==> src/rtl/rst_seq_ctrl_if.sv <==
`default_nettype none
// ============================================================================
// Module      : rst_seq_ctrl_if
// Description : Control/status bundle between the reset sequencer and its user.
// Revision    : 1.0 - initial release
// ============================================================================
interface rst_seq_ctrl_if #(
    parameter int NUM_CH = 2,
    parameter int CNT_W  = 16
);
    logic              sw_rst_req;
    logic              run_en;
    logic [NUM_CH-1:0] ch_rst;
    logic              all_released;
    logic              stop_req;
    logic [CNT_W-1:0]  cycle_cnt;
    logic [1:0]        state;

    modport master (
        output sw_rst_req,
        output run_en,
        input  ch_rst,
        input  all_released,
        input  stop_req,
        input  cycle_cnt,
        input  state
    );

    modport slave (
        input  sw_rst_req,
        input  run_en,
        output ch_rst,
        output all_released,
        output stop_req,
        output cycle_cnt,
        output state
    );
endinterface
`default_nettype wire

==> src/rtl/rst_seq_ctrl.sv <==
`default_nettype none
// ============================================================================
// Module      : rst_seq_ctrl
// Description : Staggered multi-channel reset release with run-phase timeout.
// Revision    : 1.0 - initial release
// ============================================================================
module rst_seq_ctrl #(
    parameter int NUM_CH         = 2,
    parameter int HOLD_CYCLES    = 10,
    parameter int STAGGER_CYCLES = 4,
    parameter int RUN_CYCLES     = 500,
    parameter int CNT_W          = 16
) (
    input  wire logic      clk,
    input  wire logic      rst,
    rst_seq_ctrl_if.slave  bus
);
    localparam logic [1:0] c_st_hold    = 2'd0;
    localparam logic [1:0] c_st_release = 2'd1;
    localparam logic [1:0] c_st_run     = 2'd2;
    localparam logic [1:0] c_st_stopped = 2'd3;

    // One counter serves both the hold phase and the stagger gaps.
    localparam int c_seq_max = (HOLD_CYCLES > STAGGER_CYCLES) ? HOLD_CYCLES : STAGGER_CYCLES;
    localparam int c_seq_w   = $clog2(c_seq_max + 1);

    localparam logic [c_seq_w-1:0] c_hold_last = c_seq_w'(HOLD_CYCLES - 1);
    localparam logic [c_seq_w-1:0] c_stg_last  =
        c_seq_w'((STAGGER_CYCLES == 0) ? 0 : STAGGER_CYCLES - 1);
    localparam logic [c_seq_w-1:0] c_seq_one   = c_seq_w'(1);
    localparam logic [63:0]        c_run_target = 64'(RUN_CYCLES);
    localparam logic [CNT_W-1:0]   c_cnt_max    = '1;
    localparam logic [CNT_W-1:0]   c_cnt_one    = CNT_W'(1);

    logic [1:0]         r_state;
    logic [c_seq_w-1:0] r_seq;
    logic [NUM_CH-1:0]  r_ch_rst;
    logic               r_all_released;
    logic               r_stop_req;
    logic [CNT_W-1:0]   r_cnt;

    logic [NUM_CH-1:0]  w_ch_shift;
    logic [NUM_CH-1:0]  w_hold_next;
    logic               w_cnt_sat;
    logic               w_timeout;

    // Shifting left clears the lowest channel still in reset, giving ascending order.
    assign w_ch_shift  = r_ch_rst << 1;
    assign w_hold_next = (STAGGER_CYCLES == 0) ? '0 : w_ch_shift;
    assign w_cnt_sat   = (r_cnt == c_cnt_max);
    assign w_timeout   = (RUN_CYCLES != 0) && bus.run_en && !w_cnt_sat &&
                         ((64'(r_cnt) + 64'd1) == c_run_target);

    always_ff @(posedge clk or posedge rst) begin
        if (rst) begin
            r_state        <= c_st_hold;
            r_seq          <= '0;
            r_ch_rst       <= '1;
            r_all_released <= 1'b0;
            r_stop_req     <= 1'b0;
            r_cnt          <= '0;
        end else if (bus.sw_rst_req) begin
            r_state        <= c_st_hold;
            r_seq          <= '0;
            r_ch_rst       <= '1;
            r_all_released <= 1'b0;
            r_stop_req     <= 1'b0;
            r_cnt          <= '0;
        end else begin
            case (r_state)
                c_st_hold: begin
                    if (r_seq == c_hold_last) begin
                        r_seq    <= '0;
                        r_ch_rst <= w_hold_next;
                        if (w_hold_next == '0) begin
                            r_all_released <= 1'b1;
                            r_state        <= c_st_run;
                        end else begin
                            r_state        <= c_st_release;
                        end
                    end else begin
                        r_seq <= r_seq + c_seq_one;
                    end
                end
                c_st_release: begin
                    if (r_seq == c_stg_last) begin
                        r_seq    <= '0;
                        r_ch_rst <= w_ch_shift;
                        if (w_ch_shift == '0) begin
                            r_all_released <= 1'b1;
                            r_state        <= c_st_run;
                        end
                    end else begin
                        r_seq <= r_seq + c_seq_one;
                    end
                end
                c_st_run: begin
                    if (bus.run_en && !w_cnt_sat) begin
                        r_cnt <= r_cnt + c_cnt_one;
                    end
                    if (w_timeout) begin
                        r_stop_req <= 1'b1;
                        r_state    <= c_st_stopped;
                    end
                end
                default: begin
                    r_state <= c_st_stopped;
                end
            endcase
        end
    end

    assign bus.state        = r_state;
    assign bus.ch_rst       = r_ch_rst;
    assign bus.all_released = r_all_released;
    assign bus.stop_req     = r_stop_req;
    assign bus.cycle_cnt    = r_cnt;
endmodule
`default_nettype wire

==> src/flat_wrapper.sv <==
// flat-port wrapper written by rule: the top's interface ports become plain ports
module rst_seq_ctrl_flat 
#(
    parameter int NUM_CH         = 2,
    parameter int HOLD_CYCLES    = 10,
    parameter int STAGGER_CYCLES = 4,
    parameter int RUN_CYCLES     = 500,
    parameter int CNT_W          = 16
)
  (clk, rst, bus_sw_rst_req, bus_run_en, bus_ch_rst, bus_all_released, bus_stop_req, bus_cycle_cnt, bus_state);
  rst_seq_ctrl_if #(.NUM_CH(NUM_CH), .CNT_W(CNT_W)) bus_i ();
  input  wire logic clk;
  input  wire logic rst;
  input wire logic [$bits(bus_i.sw_rst_req)-1:0] bus_sw_rst_req;
  input wire logic [$bits(bus_i.run_en)-1:0] bus_run_en;
  output wire logic [$bits(bus_i.ch_rst)-1:0] bus_ch_rst;
  output wire logic [$bits(bus_i.all_released)-1:0] bus_all_released;
  output wire logic [$bits(bus_i.stop_req)-1:0] bus_stop_req;
  output wire logic [$bits(bus_i.cycle_cnt)-1:0] bus_cycle_cnt;
  output wire logic [$bits(bus_i.state)-1:0] bus_state;
  assign bus_i.sw_rst_req = bus_sw_rst_req;
  assign bus_i.run_en = bus_run_en;
  assign bus_ch_rst = bus_i.ch_rst;
  assign bus_all_released = bus_i.all_released;
  assign bus_stop_req = bus_i.stop_req;
  assign bus_cycle_cnt = bus_i.cycle_cnt;
  assign bus_state = bus_i.state;
  rst_seq_ctrl #(.NUM_CH(NUM_CH), .HOLD_CYCLES(HOLD_CYCLES), .STAGGER_CYCLES(STAGGER_CYCLES), .RUN_CYCLES(RUN_CYCLES), .CNT_W(CNT_W)) u_core (.clk(clk), .rst(rst), .bus(bus_i));
endmodule
==> config.mk <==
export PLATFORM = sky130hd
export DESIGN_NAME = rst_seq_ctrl_flat
export DESIGN_NICKNAME = d
export VERILOG_FILES = /design/src/rtl/rst_seq_ctrl_if.sv /design/src/rtl/rst_seq_ctrl.sv /design/src/flat_wrapper.sv
export SDC_FILE = /design/constraint.sdc
export NUM_CORES = 1
export LEC_CHECK = 0
export BUFFER_PORTS_ARGS = -buffer_cell sky130_fd_sc_hd__buf_2
export CORE_ASPECT_RATIO = 1.2
export CORE_MARGIN = 4
export CORE_UTILIZATION = 55
export DETAILED_ROUTE_END_ITERATION = 16
export HOLD_SLACK_MARGIN = 0.02
export PLACE_DENSITY = 0.91
export RECOVER_POWER = 25
export SLEW_MARGIN = 0
export SYNTH_ARGS = -nofsm -noshare
export SYNTH_HDL_FRONTEND = slang
export SYNTH_SLANG_ARGS = --single-unit
export TNS_END_PERCENT = 20
==> constraint.sdc <==
create_clock -name clk -period 2.57 [get_ports clk]
set_input_delay 0.771 -clock clk [delete_from_list [all_inputs] [get_ports clk]]
set_output_delay 0.771 -clock clk [all_outputs]
set_load 0.005 [all_outputs]
-- Word-level counts from Yosys, hierarchy flattened
Cells that the tools add are included.
- register bits after elaboration: 26
- word-level logic and storage cells: 58
- add/subtract/negate cells: 3
- equal/unequal tests: 10
- muxes and demuxes: 26
- reduce and logical (&&, ||, !) cells: 13
- operators with widths (operator ; number):
    == test 64 x 9 -> 1 bit (second input constant) ; 1
    2-to-1 mux 16 bit ; 3
    2-to-1 mux 2 bit ; 9
    adder 16 x 1 -> 17 bit (second input constant) ; 1
    adder 16 x 1 -> 16 bit (second input constant) ; 1
    == test 16 bit (second input constant) ; 1
    2-to-1 mux 4 bit ; 3
    inequality test 3 x 2 -> 1 bit (second input constant) ; 4
    one-hot mux 4 bit (2 select lines) ; 1
    2-to-1 mux 1 bit ; 7
    one-hot mux 2 bit (3 select lines) ; 1
    nonzero test 2 bit ; 3
    adder 4 x 1 -> 4 bit (second input constant) ; 1
    == test 4 x 2 -> 1 bit (second input constant) ; 1
    == test 4 bit (second input constant) ; 1
    logical NOT 2 bit ; 2
    one-hot mux 2 bit (2 select lines) ; 1
    AND reduction 2 bit ; 2
    AND reduction 4 bit ; 1
    AND reduction 3 bit ; 1
    nonzero test 3 bit ; 1
    == test 2 x 1 -> 1 bit (second input constant) ; 1
    == test 2 bit (second input constant) ; 1
    logical AND 1 bit ; 2
    other kinds (2) ; 2

-- Depth between registers and ports, before layout
Gate-level depths: netlist of the first run.
- depth in word-level cells: 7
- depth in mapped cells: 8
- gate-level depth less buffers: 8

-- Worst setup path after synthesis of the first run
OpenSTA, ideal clock, no wires.
- path type: reg-to-reg
- start: reg u_core.r_cnt[0] (netlist: u_core.bus.cycle_cnt[0])
- end: reg u_core.r_state[0] (netlist: u_core.bus.state[0])
- library setup time: 87 ps
- arrival: 1748 ps
- required time: 2483 ps
- path slack: 736 ps
- cell stages (with the launch flop): 8
- path buffers: 1
- cells stage by stage: dfrtp_1 > ha_1 > and4_4 > buf_6 > a211o_1 > a22oi_2 > nand4_1 > a211oi_2
- longest elaborated chain between the ends: 6
- ends and longest elaborated chain (what ; RTL line ; text):
    start: declaration ; rst_seq_ctrl.sv:40 ; logic [CNT_W-1:0] r_cnt;
    start signal: assignment ; rst_seq_ctrl.sv:99 ; r_cnt <= r_cnt + c_cnt_one;
    parallel branches: the longest is 3 deep, another holds adder 16 x 1 -> 17 bit ; -- ;
    logical AND 1 bit * ; rst_seq_ctrl.sv:51 ; assign w_timeout = (RUN_CYCLES != 0) && bus.run_en && !w_cnt_sat &&
    inequality test 3 x 2 -> 1 bit (no line) * ; -- ;
    AND reduction 4 bit (no line) * ; -- ;
    end signal: assignment ; rst_seq_ctrl.sv:56 ; r_state <= c_st_hold;
    end signal: assignment ; rst_seq_ctrl.sv:63 ; r_state <= c_st_hold;
    end signal: assignment ; rst_seq_ctrl.sv:77 ; r_state <= c_st_run;
    end: declaration ; rst_seq_ctrl.sv:35 ; logic [1:0] r_state;
Every way passes the cells marked *.
A chain may end at the register's enable or synchronous reset.

-- Final worst setup path of the first run
- start: reg u_core.r_cnt[0] (netlist: u_core.bus.cycle_cnt[0])
- end: reg u_core.r_cnt[5] (netlist: u_core.bus.cycle_cnt[5])
- longest elaborated chain between the ends: 5
- ends and longest elaborated chain (what):
    parallel branches: the longest is 5 deep, another holds adder 16 x 1 -> 16 bit
Parallel ways; which one is timed is not known. The select of a mux whose other input is x is not followed.

==> results of run 1 <==
[flip-flops by register name, summed over array words and instances (netlist names)]
register                 count
u_core.bus.all_released      1
u_core.bus.stop_req          1
u_core.bus.state             2
u_core.r_seq                 4
u_core.bus.ch_rst            2
u_core.bus.cycle_cnt        16
[power by group through the flow]
| stage | sequential [W] | combinational [W] | clock, W |
|---|---|---|---|
| after CTS | 0.000419 | 0.0000321 | 0.000290 |
| after global routing | 0.000420 | 0.0000353 | 0.000312 |
| final | 0.000419 | 0.0000307 | 0.000283 |
| after detailed placement | 0.000426 | 0.0000320 | 0 |
| after global placement | 0.000426 | 0.0000301 | 0 |
| after floorplan | 0.000425 | 0.0000231 | 0 |
[metrics by stage]
| stage | hold slack (ns) | util | power [W] | cell area [sq um] |
|---|---|---|---|---|
| CTS | 0.4679 | 0.6529 | 0.0007407 | 1667 |
| floorplan | 0.4902 | - | 0.0004484 | 1489 |
| global route | 0.5588 | 0.6515 | 0.0007671 | 1663 |
| detailed placement | 0.5073 | 0.6324 | 0.0004585 | 1614 |
| global placement | 0.4751 | 0.6324 | 0.0004558 | 1614 |
| finish | 0.5437 | 0.6515 | 0.0007327 | 1663 |
[routing by layer]
metal  share of wire  vias to the layer above  global-route usage
met2            0.50                       38              0.2988
met5               0                        -                   0
met3           0.047                        4             0.03586
met4           0.010                        0              0.1003
met1            0.44                      617              0.2239
li1                -                      605                   -
[worst max-delay path, stage by stage, from the launching register on]
cell and delay [ns]:
dfrtp_1 0.49, ha_1 0.31, nand4_1 0.15, o311a_1 0.59
and3_1 0.28, xnor2_1 0.15, nor2_1 0.06
[area by class of cell]
class,count,area share
well taps,33,0.02483
repair buffers,26,0.07750
multi-input cells,120,0.4665
inverters,3,0.006772
clock buffers,3,0.01354
clock inverters,1,0.01806
flip-flops and latches,26,0.3928
[cell usage in the layout, fill, tap and decap left out, drive strengths merged, types with 3 or more instances in the layout]
master and n:
xnor2 7, clkbuf 4, nor3 5, buf 25
nand3 9, ha 3, and4 4, and2 3
dfrtp 24, a21oi 7, inv 3, nand4 10
nor2 27, xor2 12, nand2 4, and3 8
[worst paths after layout]
kind | from | end | slack (ns) | cells after the start
setup / recovery | u_core.bus.cycle_cnt[0] | u_core.bus.cycle_cnt[5] | 0.42 | 6
hold / removal | u_core.bus.all_released | u_core.bus.all_released | 0.54 | 2
setup reg to reg | u_core.bus.cycle_cnt[0] | u_core.bus.cycle_cnt[5] | 0.42 | 6
hold reg to reg | u_core.bus.all_released | u_core.bus.all_released | 0.54 | 2
max in group asynchronous | rst | u_core.bus.cycle_cnt[0] | 0.90 | 3
min in group asynchronous | rst | u_core.bus.all_released | 0.88 | 3
[logic make-up (layout without fill, tap and decap cells)]
group / count (synthesis) / in the layout
AO/OA/AOI/OAI: 20 / 20
XOR/XNOR: 19 / 19
adder cells (fa/ha/maj): 3 / 3
buffers and inverters: 11 / 33
flip-flops: 26 / 26
multiplexers: 1 / 1
AND/OR/NAND/NOR: 77 / 77
==> results.yml, run 1 <==
worst_setup_path:
  worst_setup_path_start_kind: "register"
  cp_data_required_time_ns: 2.78
  worstPathMaxFanout: 17
  worst_setup_path_end_kind: "register"
  arrival_ns: 2.36
  critPathKind: "register to register"
cells_and_area:
  final_cells: 212
  drive_gt1_frac: 0.2235
  area_delta_synth_final_pct: 11.68
  diodes: 0
  ff_latch_area_sq_um: 653.1
  nets: 187
  num-fill-cells: 227
  multiInputGateArea_sq_um: 775.7
place:
  post-place-cells: 208
  hpwl_um: 2213
  portBuffers: 25
  dpl_worst_slack_ns: 0.5141
  gp_congestion: 0.8705
clock_network:
  cts_hold_buf: 0
  cts_num_sinks: 26
  cts_buffers: 3
  clock_path_buffers: 2
  postCtsSetupRepairBufs: 0
  cts_resized: 0
  clk_pin_slew_ns: 0.14
  clk_latency_ns: 0.33
  cts_tree: "yes"
  htreeDepth: 1
  cts.root.buffer_cell: "clkbuf_4"
floorplanning:
  start_util: 0.5833
  rows: 20
  die_x_um: 55.50
  io_pins: 26
  fp.dieArea_sq_mm: 0.003607
  die_h_um: 65.00
  fp.coreArea_sq_mm: 0.002552
global_routing:
  antenna_found_initial: 0
  grt_max_degree: 27
  grt_util_all_layers: 0.1821
  overflow: 0
  grt_pass1_vias: 1228
  grt_pass1_wl_um: 5271
synth:
  synth_ff_type: "dfrtp_1"
  synth_top_family_by_area: "simple AND/OR/NAND/NOR gates"
  synth.area.mux_share: 0.006723
  synth.distinct_cells: 42
  synth-seq-cells: 26
  yosys_warnings: 0
  async_flop_share: 1.000
  yosysTopAreaCellShare: 0.4034
  yosys.area_share.simple: 0.2773
  synth-xor-area-share: 0.1118
  yosys-top-cells-count: "nor2_1, dfrtp_1, xor2_1, nand4_1, nand3_1"
  synth_fa_ha_area_frac: 0.02521
  synth_top_area_cell: "dfrtp_1"
  synth_top_cells_by_area: "dfrtp_1, xor2_1, nor2_1"
  synth_edf_count: 0
  syn_area_sq_mm: 0.001489
  yosysSeqAreaShare: 0.4387
  synth_compound_area_frac: 0.1000
  syn_nets: 164
  syn_avg_cell_area_sq_um: 9.484
  yosysMostFrequentCell: "nor2_1"
  synthesis.instances: 157
sta:
  fin_crit_ns: 2.149
  final-max-slew-violation-count: 0
  finalHoldViolCount: 0
  layout_worst_path_cycle_share: 0.8362
  fmax_mhz: 465.3
  grt_setup_unrepaired: "false"
  worst_slack_ns: 0.4209
  finalSetupViolCount: 0
  relSlewSlack: 0.08344
  finalClockSkew_ns: 0.001326
  tightest_slew_ns: 1.375
  fin_setup_tns_ns: 0
power:
  switchingPower_w: 0.0001522
  power_frac_seq: 0.572
  p_leak_nw: 0.7900
  switching_share: 0.2078
  intPower_w: 0.0005805
  pwr-share-comb: 0.042
  vdd_ir_drop_max_v: 0.0004037
  clkPwrFrac: 0.386
  power_density_mw_per_mm2: 440.6
drt:
  totalWireLength_um: 3073
  vias: 1264
  vias_per_cell: 5.962
  wl_per_cell_um: 14.50
  ant_nets: 0
  drtIter0Drc: 28
  drc: 0
  first_pass_iters: 4
job:
  maxCapViolations: 0
run_status:
  status: "finished, final reports clean"
hold_path:
  hp-class: "register to register"
Power figures use the tool's default switching activity.
==> inputs of run 2 (changes only) <==
--- a/config.mk
+++ b/config.mk
@@ -5,13 +5,14 @@
 export SDC_FILE = /design/constraint.sdc
 export NUM_CORES = 1
 export LEC_CHECK = 0
+export ABC_AREA = 1
 export BUFFER_PORTS_ARGS = -buffer_cell sky130_fd_sc_hd__buf_2
 export CORE_ASPECT_RATIO = 1.2
 export CORE_MARGIN = 4
 export CORE_UTILIZATION = 55
 export DETAILED_ROUTE_END_ITERATION = 16
 export HOLD_SLACK_MARGIN = 0.02
-export PLACE_DENSITY = 0.91
+export PLACE_DENSITY = 0.9
 export RECOVER_POWER = 25
 export SLEW_MARGIN = 0
 export SYNTH_ARGS = -nofsm -noshare
==> constraint.sdc (replaced) <==
create_clock -name clk -period 2.15 [get_ports clk]
set_input_delay 0.645 -clock clk [delete_from_list [all_inputs] [get_ports clk]]
set_output_delay 0.645 -clock clk [all_outputs]
set_load 0.005 [all_outputs]
==> results.yml, run 2 <==
hold_path:
  holdCritStartpoint: "u_core.bus.stop_req"
  hp-class: "register to register"
  hold-path-endpoint: "u_core.bus.stop_req"
  hold_depth: 2
sta:
  finalClockSkew_ns: 0.01083
  layout_worst_path_cycle_share: 0.8894
  fin_crit_ns: 1.912
  relSlewSlack: 0.08260
  final-max-slew-violation-count: 0
  finalSetupViolCount: 0
  grt_setup_unrepaired: "false"
  tightest_slew_ns: 1.376
  finalHoldViolCount: 0
  fmax_mhz: 522.9
  fin_setup_tns_ns: 0
  worst_slack_ns: 0.2378
drt:
  totalWireLength_um: 3692
  first_pass_iters: 4
  ant_nets: 0
  wl_per_cell_um: 12.82
  drc: 0
  drtIter0Drc: 83
  vias: 1568
  vias_per_cell: 5.444
global_routing:
  grt_pass1_vias: 1494
  grt_max_degree: 27
  overflow: 0
  grt_util_all_layers: 0.1994
  grt_pass1_wl_um: 6072
  antenna_found_initial: 0
clock_network:
  clock_path_buffers: 2
  cts_tree: "yes"
  clk_latency_ns: 0.32
  cts.root.buffer_cell: "clkbuf_4"
  clk_pin_slew_ns: 0.14
  htreeDepth: 1
  cts_buffers: 3
  cts_num_sinks: 26
floorplanning:
  io_pins: 26
  rows: 21
  fp.dieArea_sq_mm: 0.003919
  die_h_um: 67.78
  die_x_um: 57.82
  fp.coreArea_sq_mm: 0.002811
  start_util: 0.5826
place:
  portBuffers: 25
  gp_congestion: 0.8981
  dpl_worst_slack_ns: 0.2286
  placedInstanceArea_sq_mm: 0.001793
  hpwl_um: 2832
cells_and_area:
  area_delta_synth_final_pct: 11.15
  nets: 262
  mostFrequentLayoutCell: "nand2_1"
  layout_common_cells: "nand2_1, inv_1, nor2_1, buf_2, dfrtp_1"
  num-fill-cells: 268
  diodes: 0
  largest_reg_flops: 16
  drive_gt1_frac: 0.2244
  fin_area_sq_mm: 0.001821
  final_core_util: 0.6475
power:
  vdd_ir_drop_max_v: 0.0005108
  p_leak_nw: 0.8414
  total_power_w: 0.001104
  power_density_mw_per_mm2: 606.6
synth:
  synth_edf_count: 0
  syn_nets: 234
  synth.distinct_cells: 26
  syn_avg_cell_area_sq_um: 7.215
  yosysSeqAreaShare: 0.3988
  syn_area_sq_mm: 0.001638
  synth_top_area_cell: "dfrtp_1"
  yosysMostFrequentCell: "nand2_1"
  synthesis.instances: 227
  async_flop_share: 1.000
  synth_top_cells_by_area: "dfrtp_1, nand2_1, inv_1"
  yosys_warnings: 0
  synth_ff_type: "dfrtp_1"
  synth-seq-cells: 26
  yosys-top-cells-count: "nand2_1, inv_1, nor2_1, dfrtp_1, nand3_1"
  yosysTopAreaCellShare: 0.3667
worst_setup_path:
  rrSetupSlack_ns: 0.24
  worstSetupStartpoint: "u_core.bus.cycle_cnt[0]"
  worstPathMaxFanout: 7
  critPathKind: "register to register"
  arrival_ns: 2.14
  cp_data_required_time_ns: 2.37
  timing.rr.end: "u_core.bus.state[0]"
  worst_setup_path_end_kind: "register"
  worst_setup_path_start_kind: "register"
  reg2reg_depth: 14
  timing.rr.start: "u_core.bus.cycle_cnt[0]"
job:
  maxCapViolations: 0
run_status:
  status: "finished, final reports clean"
## run 2: cell count changes after synthesis, sizes merged, moves of 4 or more
cell and change:
xor2 -9, inv +28, and4 -4, o22ai +4
nand4 -4, xnor2 -7, o21ai +21, nor2 +4
and3 -8, nand3 +8, nand2 +66
## run 2: final cells by class
class	instances	area, sq um	area share
Sequential cell	26	653.1	0.3588
Tap cell	34	42.54	0.02337
Inverter	31	116.4	0.06392
Clock buffer	4	26.28	0.01443
Timing Repair Buffer	26	128.9	0.07079
Multi-Input combinational cell	167	853.3	0.4687
## run 2: stage by stage
step / hold slack (ns) / cells
6_report: 0.5305 / 288
3_3_place_gp: 0.5064 / 284
3_5_place_dp: 0.5161 / 284
5_1_grt: 0.5557 / 288
4_1_cts: 0.3456 / 288
2_1_floorplan: 0.5112 / 227
## run 2: worst max-delay path, cell delays in order (launching register included)
cell and delay [ns]:
dfrtp_1 0.45, ha_1 0.23, nand2_1 0.11, nor2_4 0.21
nand3_1 0.11, nand2_1 0.07, nand2_1 0.08, nor2_1 0.10
nand2_1 0.07, nor2_2 0.10, nand2_1 0.07, nand2_2 0.07
nand2_1 0.05, nand2_1 0.06, nand2_1 0.04
## run 2: cells by family (layout without fill, tap and decap cells)
family | count (synthesis) | count (layout) | share of synthesized area
AO/OA/AOI/OAI | 33 | 33 | 0.1291
XOR/XNOR | 3 | 3 | 0.01605
adder cells (fa/ha/maj) | 3 | 3 | 0.02292
buffers and inverters | 34 | 61 | 0.08326
flip-flops | 26 | 26 | 0.3988
AND/OR/NAND/NOR | 128 | 128 | 0.3499
## run 2: worst max path at each step
stage,end,depth (start not counted),slack [ns]
after global placement,u_core.bus.cycle_cnt[14],9,0.27
after CTS,u_core.bus.cycle_cnt[14],9,0.19
after global routing,u_core.bus.state[0],14,0.006
final,u_core.bus.state[0],14,0.24
after floorplan,u_core.bus.state[0],14,0.46
after detailed placement,u_core.bus.cycle_cnt[14],9,0.23
## run 2: what timing repair did
action	4_1_cts	5_1_grt
setup buffers	0	0
gates resized for setup	0	1
endpoints found under the setup margin	0	2
hold endpoints to repair	0	0
hold buffers	0	0
## run 2: where the power goes
group          switching [W]  total [W]  internal, W
clock network       0.000140   0.000212    0.0000727
logic               0.000185   0.000284    0.0000994
registers          0.0000612   0.000608     0.000547
## run 2: layer usage
layer	track usage	routed length, um	up-vias
met1	0.2189	1569	720
met5	0	0	-
met4	0.1072	86	0
met2	0.3630	1818	51
met3	0.03442	218	11
li1	-	-	786
